**config.mk**
```make
export PLATFORM = sky130hd
export DESIGN_NAME = stg5wb_gpregs
export DESIGN_NICKNAME = d
export VERILOG_FILES = /design/src/rtl/stg5wb_gpregs.sv
export SDC_FILE = /design/constraint.sdc
export NUM_CORES = 1
export LEC_CHECK = 0
export ABC_AREA = 1
export BUFFER_PORTS_ARGS = -buffer_cell sky130_fd_sc_hd__buf_2
export CORE_MARGIN = 3
export CORE_UTILIZATION = 35
export DETAILED_ROUTE_END_ITERATION = 12
export PLACE_DENSITY = 0.48
export SLEW_MARGIN = 10
export SYNTH_ARGS = -nofsm -noshare
export SYNTH_HDL_FRONTEND = slang
export SYNTH_SLANG_ARGS = --single-unit
```
**constraint.sdc**
```tcl
create_clock -name iw_clk -period 2 [get_ports iw_clk]
set_clock_uncertainty 0.15 [all_clocks]
set_input_delay 0.4 -clock iw_clk [delete_from_list [all_inputs] [get_ports iw_clk]]
set_output_delay 0.4 -clock iw_clk [all_outputs]
set_load 0.01 [all_outputs]
```
**src/rtl/stg5wb_gpregs.sv**
```systemverilog
`default_nettype none
// ============================================================================
// Module   : stg5wb_gpregs
// Purpose  : Write-back latch, general-purpose register file (two combinational
//            read ports) and retire counter. The optional write-through bypass
//            is enabled by defining GPREGS_BYPASS_EN.
// Revision : 1.0 - initial release
// ============================================================================
module stg5wb_gpregs #(
  parameter int DATA_W = 24,
  parameter int GP_AW  = 4,
  parameter int CNT_W  = 16
) (
  input  logic              iw_clk,
  input  logic              iw_rst_n,
  input  logic [GP_AW-1:0]  iw_tgt_gp,
  input  logic              iw_tgt_gp_we,
  input  logic [DATA_W-1:0] iw_result,
  input  logic              iw_flush,
  input  logic [GP_AW-1:0]  iw_gp_read_addr1,
  input  logic [GP_AW-1:0]  iw_gp_read_addr2,
  output logic [DATA_W-1:0] ow_gp_read_data1,
  output logic [DATA_W-1:0] ow_gp_read_data2,
  output logic [GP_AW-1:0]  ow_tgt_mowb_gp,
  output logic              ow_tgt_mowb_gp_we,
  output logic [DATA_W-1:0] ow_mowb_result,
  output logic [CNT_W-1:0]  ow_retire_cnt
);

  localparam int c_NUM_REGS = 2 ** GP_AW;

  logic [GP_AW-1:0]  r_tgt;
  logic              r_we;
  logic [DATA_W-1:0] r_result;
  logic [DATA_W-1:0] r_gp [c_NUM_REGS];
  logic [CNT_W-1:0]  r_retire_cnt;
  logic [c_NUM_REGS-1:0] w_wr_sel;
  logic              w_byp1;
  logic              w_byp2;

  // WB latch: a flush kills only the incoming instruction's write enable.
  always_ff @(posedge iw_clk or negedge iw_rst_n) begin
    if (!iw_rst_n) begin
      r_tgt    <= '0;
      r_we     <= 1'b0;
      r_result <= '0;
    end else begin
      r_tgt    <= iw_tgt_gp;
      r_we     <= iw_tgt_gp_we & ~iw_flush;
      r_result <= iw_result;
    end
  end

  for (genvar gi = 0; gi < c_NUM_REGS; gi++) begin : g_wdec
    assign w_wr_sel[gi] = r_we && (r_tgt == GP_AW'(gi));
  end

  // The array is only ever loaded from the latch, on the edge after capture.
  always_ff @(posedge iw_clk or negedge iw_rst_n) begin
    if (!iw_rst_n) begin
      for (int i = 0; i < c_NUM_REGS; i++) begin
        r_gp[i] <= '0;
      end
    end else begin
      for (int i = 0; i < c_NUM_REGS; i++) begin
        if (w_wr_sel[i]) begin
          r_gp[i] <= r_result;
        end
      end
    end
  end

  always_ff @(posedge iw_clk or negedge iw_rst_n) begin
    if (!iw_rst_n) begin
      r_retire_cnt <= '0;
    end else if (r_we) begin
      r_retire_cnt <= r_retire_cnt + CNT_W'(1);
    end
  end

`ifdef GPREGS_BYPASS_EN
  assign w_byp1 = r_we && (r_tgt == iw_gp_read_addr1);
  assign w_byp2 = r_we && (r_tgt == iw_gp_read_addr2);
`else
  assign w_byp1 = 1'b0;
  assign w_byp2 = 1'b0;
`endif

  assign ow_gp_read_data1  = w_byp1 ? r_result : r_gp[iw_gp_read_addr1];
  assign ow_gp_read_data2  = w_byp2 ? r_result : r_gp[iw_gp_read_addr2];
  assign ow_tgt_mowb_gp    = r_tgt;
  assign ow_tgt_mowb_gp_we = r_we;
  assign ow_mowb_result    = r_result;
  assign ow_retire_cnt     = r_retire_cnt;

endmodule
`default_nettype wire

```
==> qor.csv, run 1 <==
stage,metric,value,unit
placed_design,port bufs,132,
cts,CTS Root Cell,clkbuf_16,
placed_design,DP HPWL,58650,µm
job,Max-Cap Viols,0,
cts,H-Tree Depth,2,
outcome,status,finished with violations,
yosys,Syn Inst Count,3478,
critical_path,Startpoint Class,register,
sta,Final period util,108.2,%
detailed_routing,Initial DRC Count,2153,
cells_and_area,final core utilization,46.47,%
placed_design,Place WS,-0.1754,ns
outcome,failing checks,setup timing,
cells_and_area,fillcell total,6714,
cts,Clock Latency Late Sink,0.60,ns
yosys,Post-synth EDFFs,0,
sta,RSZ-0062 raised after global routing,yes,
yosys,syn_area_per_cell,6.956,µm²
detailed_routing,Vias/cell,5.199,
floorplan,Starting Density,35.65,%
floorplan,Die Y-Extent,268.9,µm
yosys,simple-gate area share of the yosys netlist,34.31,%
grt,gr ovfl total,0,
sta,max frequency,0.4621,GHz
detailed_routing,Detailed Route WL,93210,µm
power,Pwr Density,892.7,nW/µm²
grt,vias in the first global route,23910,
critical_path,CP peak stage delay,0.38,ns
floorplan,Core Region,67870,µm²
cells_and_area,ANT cells,0,
yosys,Post-Synth XOR/XNOR Area,0.3258,%
yosys,register area share after synthesis,44.37,%
min_path,Hold Crit Class,input pin to async pin,
placed_design,routability cong.,0.8692,
yosys,YS warnings,0,
critical_path,reg2reg path depth,7,
cts,clk buf depth,3,
cells_and_area,share of layout cells above drive strength 1,31.84,%
cells_and_area,final-stage net count,3741,
cts,# clock sinks,429,
yosys,ys flop type,dfrtp_1,
critical_path,crit-path cells,"inv_1, nand2_1, nand3_1, nand3_1, nand3_2, nand2_4, buf_6",
critical_path,Worst R2R End,r_gp[153],
yosys,async set or reset register ratio after synthesis,100.0,%
yosys,post-synth top area cell,dfrtp_1,
detailed_routing,drt pass-1 iters,6,
yosys,Netlist cell types,29,
yosys,Post-synth top cells,"nand2_1 (1235), nand3_1 (681), dfrtp_1 (429), inv_1 (429), o21ai_0 (331)",
critical_path,Critical Path End Type,output pin,
sta,Final Critical Period,2.164,ns
yosys,syn_nets,3519,
yosys,largest family of logic cells by synthesized area,simple AND/OR/NAND/NOR gates,
sta,worst slew pin tran,0.4548,ns
detailed_routing,ANT nets after route,0,
grt,first-pass GRT wire length,142100,µm
detailed_routing,DRC,0,
critical_path,"most used cell, CP",nand3_1,
cts,clock-pin slew of the registers on the worst-case setup and hold paths,0.06,ns
detailed_routing,WL/cell,19.99,µm
cells_and_area,area grow syn2layout,30.38,%
floorplan,I/O pin count,133,
yosys,Synth Area in Compound Gates,8.306,%
grt,GRT Overall Usage,25.64,%
critical_path,crit-path max FO,2,
floorplan,die width,268.9,µm
yosys,top post-synthesis cells by area,"dfrtp_1 (44%), nand2_1 (19%), nand3_1 (14%)",
sta,final setup vio count,48,
critical_path,slowest CP cell,dfrtp_1,
sta,post-route setup slack,-0.1640,ns
critical_path,Critical Path RT,1.45,ns
power,worst vdd rail ir drop,682.8,µV
grt,initial antenna violation count,1,
detailed_routing,via count,24240,
power,Leak,15.68,nW
sta,"Hold Vio Cnt, Final",0,
floorplan,total die area,72320,µm²
yosys,mux share of post-synthesis cell area,0,%
yosys,Synth Area in Adders,0.05172,%
critical_path,"setup slack, reg-to-reg",0.17,ns
cts,CTS tree,done,
floorplan,FP Rows,95,
sta,Final Max Tran Viols,0,
critical_path,Critical Path AT,1.61,ns
cells_and_area,flip-flop and latch area,10740,µm²
yosys,area of the mapped netlist,24190,µm²
critical_path,Worst R2R Start,ow_tgt_mowb_gp[3],
yosys,cell with the most instances after synthesis,nand2_1,
grt,largest net degree at the start of global routing,63,
critical_path,worst setup path class,register to output pin,
cells_and_area,area of the multi-input gates,11950,µm²
sta,Rel. slew slack,69.57,%
cts,Num CTS Buffers,53,
yosys,area share of the largest cell type after synthesis,44.37,%
yosys,synthesis-stage register bit count,429,
-- critical path: cells and delay by family (launching register included) --
kind          cells  cell delay [ns]
buf+inv           2             0.21
simple gates      5             0.42
flops             1             0.38
-- metal layers --
layer	global-route usage [%]	wire [µm]	share of wire, %	vias up
met5	0	13	0.014	-
met2	41.15	42440	46	945
met1	34.87	41400	44	11710
li1	-	-	-	11380
met3	3.714	5823	6.2	202
met4	10.48	3533	3.8	2
-- worst max-delay path by stage --
stage                        startpoint                   end  slack [ns]  depth (start not counted)
floorplan           iw_gp_read_addr2[1]   ow_gp_read_data2[0]        0.12                          7
finish                        r_gp[173]   ow_gp_read_data2[5]       -0.16                          7
global placement    iw_gp_read_addr2[0]  ow_gp_read_data2[13]       -0.17                          9
CTS                           r_gp[269]   ow_gp_read_data1[5]       -0.23                          7
global route                  r_gp[152]   ow_gp_read_data2[8]       -0.26                          7
detailed placement  iw_gp_read_addr1[0]   ow_gp_read_data1[5]       -0.18                          9
-- state kept, by name (all words and copies together), names as in the netlist --
register           flops
r_gp                 384
ow_mowb_result        24
ow_retire_cnt         16
ow_tgt_mowb_gp         4
ow_tgt_mowb_gp_we      1
-- repair_timing --
| action | in CTS | in global routing |
|---|---|---|
| endpoints found under the hold margin | 352 | 0 |
| gates resized for setup | 333 | 381 |
| cloned | 0 | 1 |
| pin swaps | 171 | 201 |
| setup buffers | 30 | 61 |
| setup endpoints to repair | 53 | 48 |
| hold buffers | 31 | 0 |
-- metrics by stage --
step	total power (W)	setup TNS (ns)	cells	cell area, µm²	hold WS [ns]
after floorplan	0.01468	0	3478	24190	-0.04559
after global placement	0.01676	-4.486	4443	27000	0.1730
after detailed placement	0.01690	-4.841	4443	27000	0.1708
after CTS	0.02756	-8.028	4600	29900	0.1381
after global routing	0.02984	-10.08	4662	31540	0.1567
final	0.02816	-6.066	4662	31540	0.1511
-- layout by cell type (no fill, tap or decap), types with 2 or more instances in the layout --
cell	instances
xnor2_1	3
xor2_1	6
nand2_1	1155
buf_2	87
nand2_4	12
o21ai_0	331
clkinvlp_4	3
o21ai_2	20
inv_6	3
clkinv_2	16
buf_4	185
inv_1	100
clkbuf_16	56
nor3_4	4
nand2_2	73
o21ai_1	34
nand3_2	247
buf_12	79
clkbuf_1	8
nand3b_1	2
nor2_1	16
nor3_1	2
nand3_1	435
nor2_2	3
clkbuf_8	9
dfrtp_2	5
dlygate4sd3_1	31
buf_6	43
bufinv_16	5
inv_2	330
dfrtp_1	424
nor2_4	6
-- kinds of logic after synthesis --
group	after synthesis
adders and majority gates	1
DFF	429
AOI/OAI and AO/OA	386
and+or+nand+nor	1958
xor gates and xnor gates	9
buffers and inverters	695
-- where the power goes --
part	total, W	switching [W]	leakage, nW	internal [W]
logic	0.00717	0.00430	9.26	0.00288
clock network	0.00989	0.00392	0.886	0.00597
registers	0.0111	0.000905	5.54	0.0102
total	0.0282	0.00912	15.7	0.0190
-- layout make-up --
| class | count | area share (%) |
|---|---|---|
| timing repair buffer | 428 | 13.53 |
| clock buffer | 72 | 4.851 |
| inverter | 434 | 5.204 |
| clock inverter | 24 | 0.8251 |
| multi-input combinational | 2354 | 37.88 |
| sequential | 429 | 34.05 |
| tap | 921 | 3.653 |
Note: power is estimated with default switching activity, not from simulation.
==> run 2: changes to the inputs <==
==> constraint.sdc (replaced) <==
create_clock -name iw_clk -period 2 [get_ports iw_clk]
set_clock_uncertainty 0.15 [all_clocks]
set_input_delay 0.2 -clock iw_clk [delete_from_list [all_inputs] [get_ports iw_clk]]
set_output_delay 0.2 -clock iw_clk [all_outputs]
set_load 0.01 [all_outputs]
==> run 2 against run 1 <==
Against the previous run: the flow still finishes with violations (setup timing); sequential share of layout area rose by 1.9 points; fmax rose by 8.0%; final cell count fell by 2.2%; via count fell by 2.3%; utilization fell by 2.5 points; first-iteration DRC count fell by 4.4%; register-to-register slack improved by 0.10 ns; routed wire length fell by 1.6%; critical endpoint is now ow_gp_read_data1[13]; largest cell class unchanged; sequential power barely moved; design area fell by 5.4%; clock-buffer cell count rose by 3; worst hold slack got worse by 0.061 ns.
==> qor.csv, run 2 (synthesized netlist as in run 1, its figures left out) <==
stage,metric,value,unit,change
cts,Clock Latency Late Sink,0.60,ns,about the same
job,Max-Cap Viols,0,,unchanged
min_path,hold path start,iw_result[20],,
detailed_routing,ANT nets after route,0,,unchanged
cells_and_area,final-stage net count,3639,,was 3741
detailed_routing,Detailed Route WL,91770,µm,was 93210 µm
min_path,Worst Hold End,ow_mowb_result[20],,
min_path,WHS Path Cells,2,,
sta,Final period util,100.2,%,was 108.2%
sta,worst slew pin tran,0.7777,ns,was 0.4548 ns
grt,initial antenna violation count,3,,was 1
outcome,status,finished with violations,,unchanged
power,Leak,14.91,nW,was 15.68 nW
cells_and_area,flip-flop and latch area,10740,µm²,about the same
power,Pwr Density,918.9,nW/µm²,was 892.7 nW/µm²
sta,max frequency,0.4990,GHz,was 0.4621 GHz
critical_path,worst setup path class,register to output pin,,unchanged
detailed_routing,Vias/cell,5.193,,was 5.199
floorplan,FP Rows,95,,unchanged
grt,gr ovfl total,0,,unchanged
critical_path,Startpoint Class,register,,unchanged
cells_and_area,Largest register FFs,384,,unchanged
detailed_routing,drt pass-1 iters,6,,unchanged
sta,"Hold Vio Cnt, Final",0,,unchanged
sta,Final Critical Period,2.004,ns,was 2.164 ns
sta,post-route setup slack,-0.003810,ns,was -0.1640 ns
cells_and_area,area of the multi-input gates,11380,µm²,was 11950 µm²
critical_path,Worst R2R End,r_gp[105],,was r_gp[153]
detailed_routing,via count,23680,,was 24240
cts,H-Tree Depth,2,,unchanged
grt,GRT Overall Usage,25.14,%,was 25.64%
floorplan,Starting Density,35.65,%,unchanged
cells_and_area,share of layout cells above drive strength 1,23.50,%,was 31.84%
detailed_routing,WL/cell,20.12,µm,was 19.99 µm
floorplan,I/O pin count,133,,unchanged
critical_path,crit-path max FO,2,,unchanged
grt,first-pass GRT wire length,138600,µm,was 142100 µm
power,worst vdd rail ir drop,588.9,µV,was 682.8 µV
critical_path,Critical Path AT,1.65,ns,was 1.61 ns
cells_and_area,"commonest non-fill, non-tap cells in the layout","nand2_1 (1183), nand3_1 (534), dfrtp_1 (429)",,"was nand2_1 (1155), nand3_1 (435), dfrtp_1 (424)"
cts,CTS tree,done,,unchanged
cts,clock-pin slew of the registers on the worst-case setup and hold paths,0.06,ns,about the same
cells_and_area,area grow syn2layout,23.40,%,was 30.38%
floorplan,die width,268.9,µm,unchanged
cts,# clock sinks,429,,unchanged
floorplan,total die area,72320,µm²,unchanged
cells_and_area,"commonest non-fill, non-tap cell in the layout",nand2_1,,unchanged
sta,RSZ-0062 raised after global routing,yes,,unchanged
critical_path,Worst R2R Start,ow_tgt_mowb_gp[3],,unchanged
critical_path,Critical Path RT,1.65,ns,was 1.45 ns
sta,Rel. slew slack,47.98,%,was 69.57%
critical_path,"setup slack, reg-to-reg",0.27,ns,was 0.17 ns
cts,Num CTS Buffers,54,,was 53
grt,vias in the first global route,22720,,was 23910
placed_design,Place WS,0.1701,ns,was -0.1754 ns
cells_and_area,fillcell total,6865,,was 6714
placed_design,routability cong.,0.8668,,was 0.8692
cts,clk buf depth,3,,unchanged
cells_and_area,most flop-heavy register,r_gp,,unchanged
floorplan,Core Region,67870,µm²,unchanged
detailed_routing,Initial DRC Count,2058,,was 2153
critical_path,reg2reg path depth,6,,was 7
cts,CTS Root Cell,clkbuf_16,,unchanged
outcome,failing checks,setup timing,,unchanged
placed_design,port bufs,132,,unchanged
detailed_routing,DRC,0,,unchanged
floorplan,Die Y-Extent,268.9,µm,unchanged
grt,largest net degree at the start of global routing,64,,was 63
sta,hold slack,0.08966,ns,was 0.1511 ns
min_path,Hold Crit Class,input pin to register,,was input pin to async pin
critical_path,Critical Path End Type,output pin,,unchanged
placed_design,DP HPWL,54880,µm,was 58650 µm
sta,Final Max Tran Viols,0,,unchanged
sta,final setup vio count,1,,was 48
[run 2: cell type report]
class | count | area share [%]
Clock inverter | 21 | 0.8759
Inverter | 434 | 5.498
Tap cell | 921 | 3.860
Sequential cell | 429 | 35.96
Clock buffer | 75 | 5.096
Antenna cell | 1 | 0.008382
Timing Repair Buffer | 325 | 10.58
Multi-Input combinational cell | 2354 | 38.12
[run 2: per-stage QoR]
step | TNS (ns) | utilization, % | cell area [µm²] | std cells | power [W]
2_1_floorplan | 0 | - | 24190 | 3478 | 0.01468
3_3_place_gp | 0 | 38.87 | 26380 | 4394 | 0.01659
3_5_place_dp | 0 | 38.87 | 26380 | 4394 | 0.01673
4_1_cts | -0.05481 | 42.45 | 28810 | 4522 | 0.02705
5_1_grt | -1.470 | 43.98 | 29850 | 4559 | 0.02904
6_report | -0.003810 | 43.99 | 29850 | 4560 | 0.02743
[run 2: worst max-delay path by stage]
stage / endpoint / start / depth (start not counted)
after floorplan: r_gp[367] / ow_tgt_mowb_gp[2] / 6
after global placement: ow_gp_read_data2[13] / iw_gp_read_addr2[0] / 9
after detailed placement: ow_gp_read_data2[21] / iw_gp_read_addr2[0] / 10
after CTS: ow_gp_read_data2[13] / r_gp[349] / 7
after global routing: ow_gp_read_data2[12] / r_gp[12] / 7
final: ow_gp_read_data1[13] / r_gp[13] / 7
[run 2: timing repair]
| item | 4_1_cts | 5_1_grt |
|---|---|---|
| hold endpoints to repair | 458 | 0 |
| resized for setup | 154 | 321 |
| buffers inserted | 0 | 37 |
| pin swaps | 34 | 121 |
| hold buffers | 32 | 0 |
| endpoints found under the setup margin | 37 | 48 |
[run 2: metal layers]
layer	global-route usage [%]	up-vias	routed length, µm
met5	0	-	20
met4	8.546	2	2938
met3	3.413	166	5951
met2	40.89	907	42260
met1	34.58	11430	40590
li1	-	11170	-
[run 2: power breakdown]
group | total [W] | switching (W) | internal (W) | leakage (nW)
logic | 0.00645 | 0.00403 | 0.00242 | 8.48
registers | 0.0110 | 0.000853 | 0.0102 | 5.54
clock network | 0.00995 | 0.00391 | 0.00604 | 0.884
total | 0.0274 | 0.00879 | 0.0186 | 14.9
[run 2: worst max-delay path: stages (launching register included)]
cell     delay (ns)
dfrtp_1        0.38
inv_1          0.07
nand2_1        0.05
nand3_1        0.09
nand3_1        0.09
nand3_1        0.10
nand2_2        0.12
buf_6          0.15
==> run 3: changes to the inputs <==
--- a/config.mk
+++ b/config.mk
@@ -6,7 +6,7 @@
 export NUM_CORES = 1
 export LEC_CHECK = 0
 export ABC_AREA = 1
-export BUFFER_PORTS_ARGS = -buffer_cell sky130_fd_sc_hd__buf_2
+export BUFFER_PORTS_ARGS = -buffer_cell sky130_fd_sc_hd__buf_4
 export CORE_MARGIN = 3
 export CORE_UTILIZATION = 35
 export DETAILED_ROUTE_END_ITERATION = 12
==> run 3 against run 2 <==
Against the previous run: the flow now finishes without violations; design area is 3.4% higher; utilization increased by 1.5 points; routed wire length rose by 1.5%; setup slack gained 0.030 ns; critical path depth did not move; via count up 0.73%; critical path type unchanged; critical endpoint is now ow_gp_read_data1[0]; largest power group unchanged.
==> qor.csv, run 3 (synthesized netlist as in run 1, its figures left out) <==
stage,metric,value,unit,change
grt,largest net degree at the start of global routing,83,,was 64
detailed_routing,Met1 Routed Length,41020,µm,was 40590 µm
floorplan,Die Y-Extent,268.9,µm,unchanged
critical_path,Critical Path AT,1.62,ns,was 1.65 ns
sta,final setup TNS,0,ns,was -0.003810 ns
sta,Final Max Tran Viols,0,,unchanged
placed_design,port bufs,132,,unchanged
detailed_routing,ANT nets after route,0,,unchanged
cts,clock-pin slew of the registers on the worst-case setup and hold paths,0.05,ns,was 0.06 ns
sta,Final Critical Period,1.974,ns,was 2.004 ns
cells_and_area,ANT cells,0,,was 1
cts,# clock sinks,429,,unchanged
cts,CTS Root Cell,clkbuf_16,,unchanged
cells_and_area,area grow syn2layout,27.62,%,was 23.40%
cts,CTS tree,done,,unchanged
critical_path,Critical Path End Type,output pin,,unchanged
cells_and_area,final-stage net count,3646,,was 3639
grt,gr ovfl total,0,,unchanged
outcome,status,completed,,was finished with violations
cells_and_area,"commonest non-fill, non-tap cell in the layout",nand2_1,,unchanged
detailed_routing,via count,23860,,was 23680
sta,Rel. slew slack,51.00,%,was 47.98%
cts,H-Tree Depth,2,,unchanged
detailed_routing,WL/cell,20.41,µm,was 20.12 µm
power,Leak,15.24,nW,was 14.91 nW
detailed_routing,max layer used,met5,,unchanged
floorplan,FP Rows,95,,unchanged
power,Pwr Density,901.3,nW/µm²,was 918.9 nW/µm²
cells_and_area,share of layout cells above drive strength 1,28.94,%,was 23.50%
cts,Clock Latency Late Sink,0.60,ns,about the same
cells_and_area,final core utilization,45.49,%,was 43.99%
critical_path,worst setup path class,register to output pin,,unchanged
critical_path,crit-path max FO,3,,was 2
min_path,Hold Crit Class,input pin to register,,unchanged
floorplan,die width,268.9,µm,unchanged
sta,"Hold Vio Cnt, Final",0,,unchanged
critical_path,Critical Path RT,1.65,ns,about the same
placed_design,Place WS,0.2070,ns,was 0.1701 ns
sta,max frequency,0.5067,GHz,was 0.4990 GHz
floorplan,Core Region,67870,µm²,unchanged
floorplan,Starting Density,35.65,%,unchanged
grt,initial antenna violation count,1,,was 3
cells_and_area,most flop-heavy register,r_gp,,unchanged
cts,Num CTS Buffers,54,,unchanged
sta,post-route setup slack,0.02634,ns,was -0.003810 ns
cells_and_area,"commonest non-fill, non-tap cells in the layout","nand2_1 (1159), dfrtp_1 (429), nand3_1 (427)",,"was nand2_1 (1183), nand3_1 (534), dfrtp_1 (429)"
detailed_routing,Initial DRC Count,2470,,was 2058
sta,final setup vio count,0,,was 1
detailed_routing,DRC,0,,unchanged
sta,RSZ-0062 raised after global routing,yes,,unchanged
detailed_routing,Detailed Route WL,93180,µm,was 91770 µm
detailed_routing,drt pass-1 iters,6,,unchanged
floorplan,total die area,72320,µm²,unchanged
critical_path,Startpoint Class,register,,unchanged
power,Power Total,0.02783,W,was 0.02743 W
grt,GRT Overall Usage,25.71,%,was 25.14%
placed_design,DP HPWL,55750,µm,was 54880 µm
detailed_routing,met2 wire len,43030,µm,was 42260 µm
sta,worst slew pin tran,0.7325,ns,was 0.7777 ns
detailed_routing,metal3 WL,6043,µm,was 5951 µm
placed_design,routability cong.,0.8466,,was 0.8668
grt,vias in the first global route,23210,,was 22720
job,Max-Cap Viols,0,,unchanged
sta,Final period util,98.68,%,was 100.2%
cells_and_area,Largest register FFs,384,,unchanged
grt,first-pass GRT wire length,142400,µm,was 138600 µm
detailed_routing,Vias/cell,5.224,,was 5.193
power,worst vdd rail ir drop,576.0,µV,was 588.9 µV
floorplan,I/O pin count,133,,unchanged
cts,clk buf depth,3,,unchanged
==> run 3: cell types whose count changed in the layout (fill, tap and decap cells not counted), sizes merged <==
cell / change
clkbuf: +10
clkinv: -6
diode: -1
buf: +7
bufinv: -4
==> run 3: repair_timing <==
action	CTS	global route
gates resized for setup	186	482
hold endpoints to repair	458	0
hold buffers	32	0
pin swaps	65	180
setup buffers	4	46
cloned	0	0
endpoints found under the setup margin	43	48
==> run 3: worst paths after layout <==
path | slack [ns] | to | cells past startpoint | start
hold / removal | 0.09 | ow_mowb_result[13] | 2 | iw_result[13]
setup / recovery | 0.03 | ow_gp_read_data1[0] | 7 | r_gp[48]
max in group asynchronous | 0.46 | r_gp[291] | 3 | iw_rst_n
hold reg to reg | 0.33 | r_gp[88] | 2 | r_gp[88]
min in group asynchronous | 0.10 | ow_mowb_result[8] | 3 | iw_rst_n
setup reg to reg | 0.28 | r_gp[107] | 6 | ow_tgt_mowb_gp[3]
==> run 3: critical path: stages (launching register included) <==
cell	delay (ns)
dfrtp_1	0.37
inv_2	0.07
nand2_1	0.05
nand3_1	0.12
nand3_2	0.08
nand3_2	0.09
nand2_2	0.09
buf_6	0.14
==> run 3: final cells by class <==
class                           count  area [µm²]
Clock buffer                       85        1689
Clock inverter                     11       111.4
Inverter                          434        1642
Fill cell                        6771       37000
Timing Repair Buffer              332        3547
Tap cell                          921        1152
Sequential cell                   429       10740
Multi-Input combinational cell   2354       12000
==> run 3: metrics by stage <==
step,instances,hold WS [ns],cell area (µm²)
after detailed placement,4388,-0.07881,26720
after global placement,4388,-0.07202,26720
after global routing,4566,0.08202,30880
final,4566,0.09174,30880
after floorplan,3478,-0.2456,24190
after CTS,4520,0.05503,29350
==> run 3: metal layers <==
layer / vias to the layer above / GRT usage [%]
met4: 2 / 7.989
met5: - / 0
met3: 204 / 3.367
met2: 973 / 42.08
met1: 11490 / 35.51
li1: 11190 / -
==> run 3: power breakdown <==
| part | total (W) | internal (W) | switching, W |
|---|---|---|---|
| Clock | 0.00991 | 0.00599 | 0.00392 |
| Sequential | 0.0111 | 0.0102 | 0.000897 |
| Combinational | 0.00684 | 0.00265 | 0.00419 |
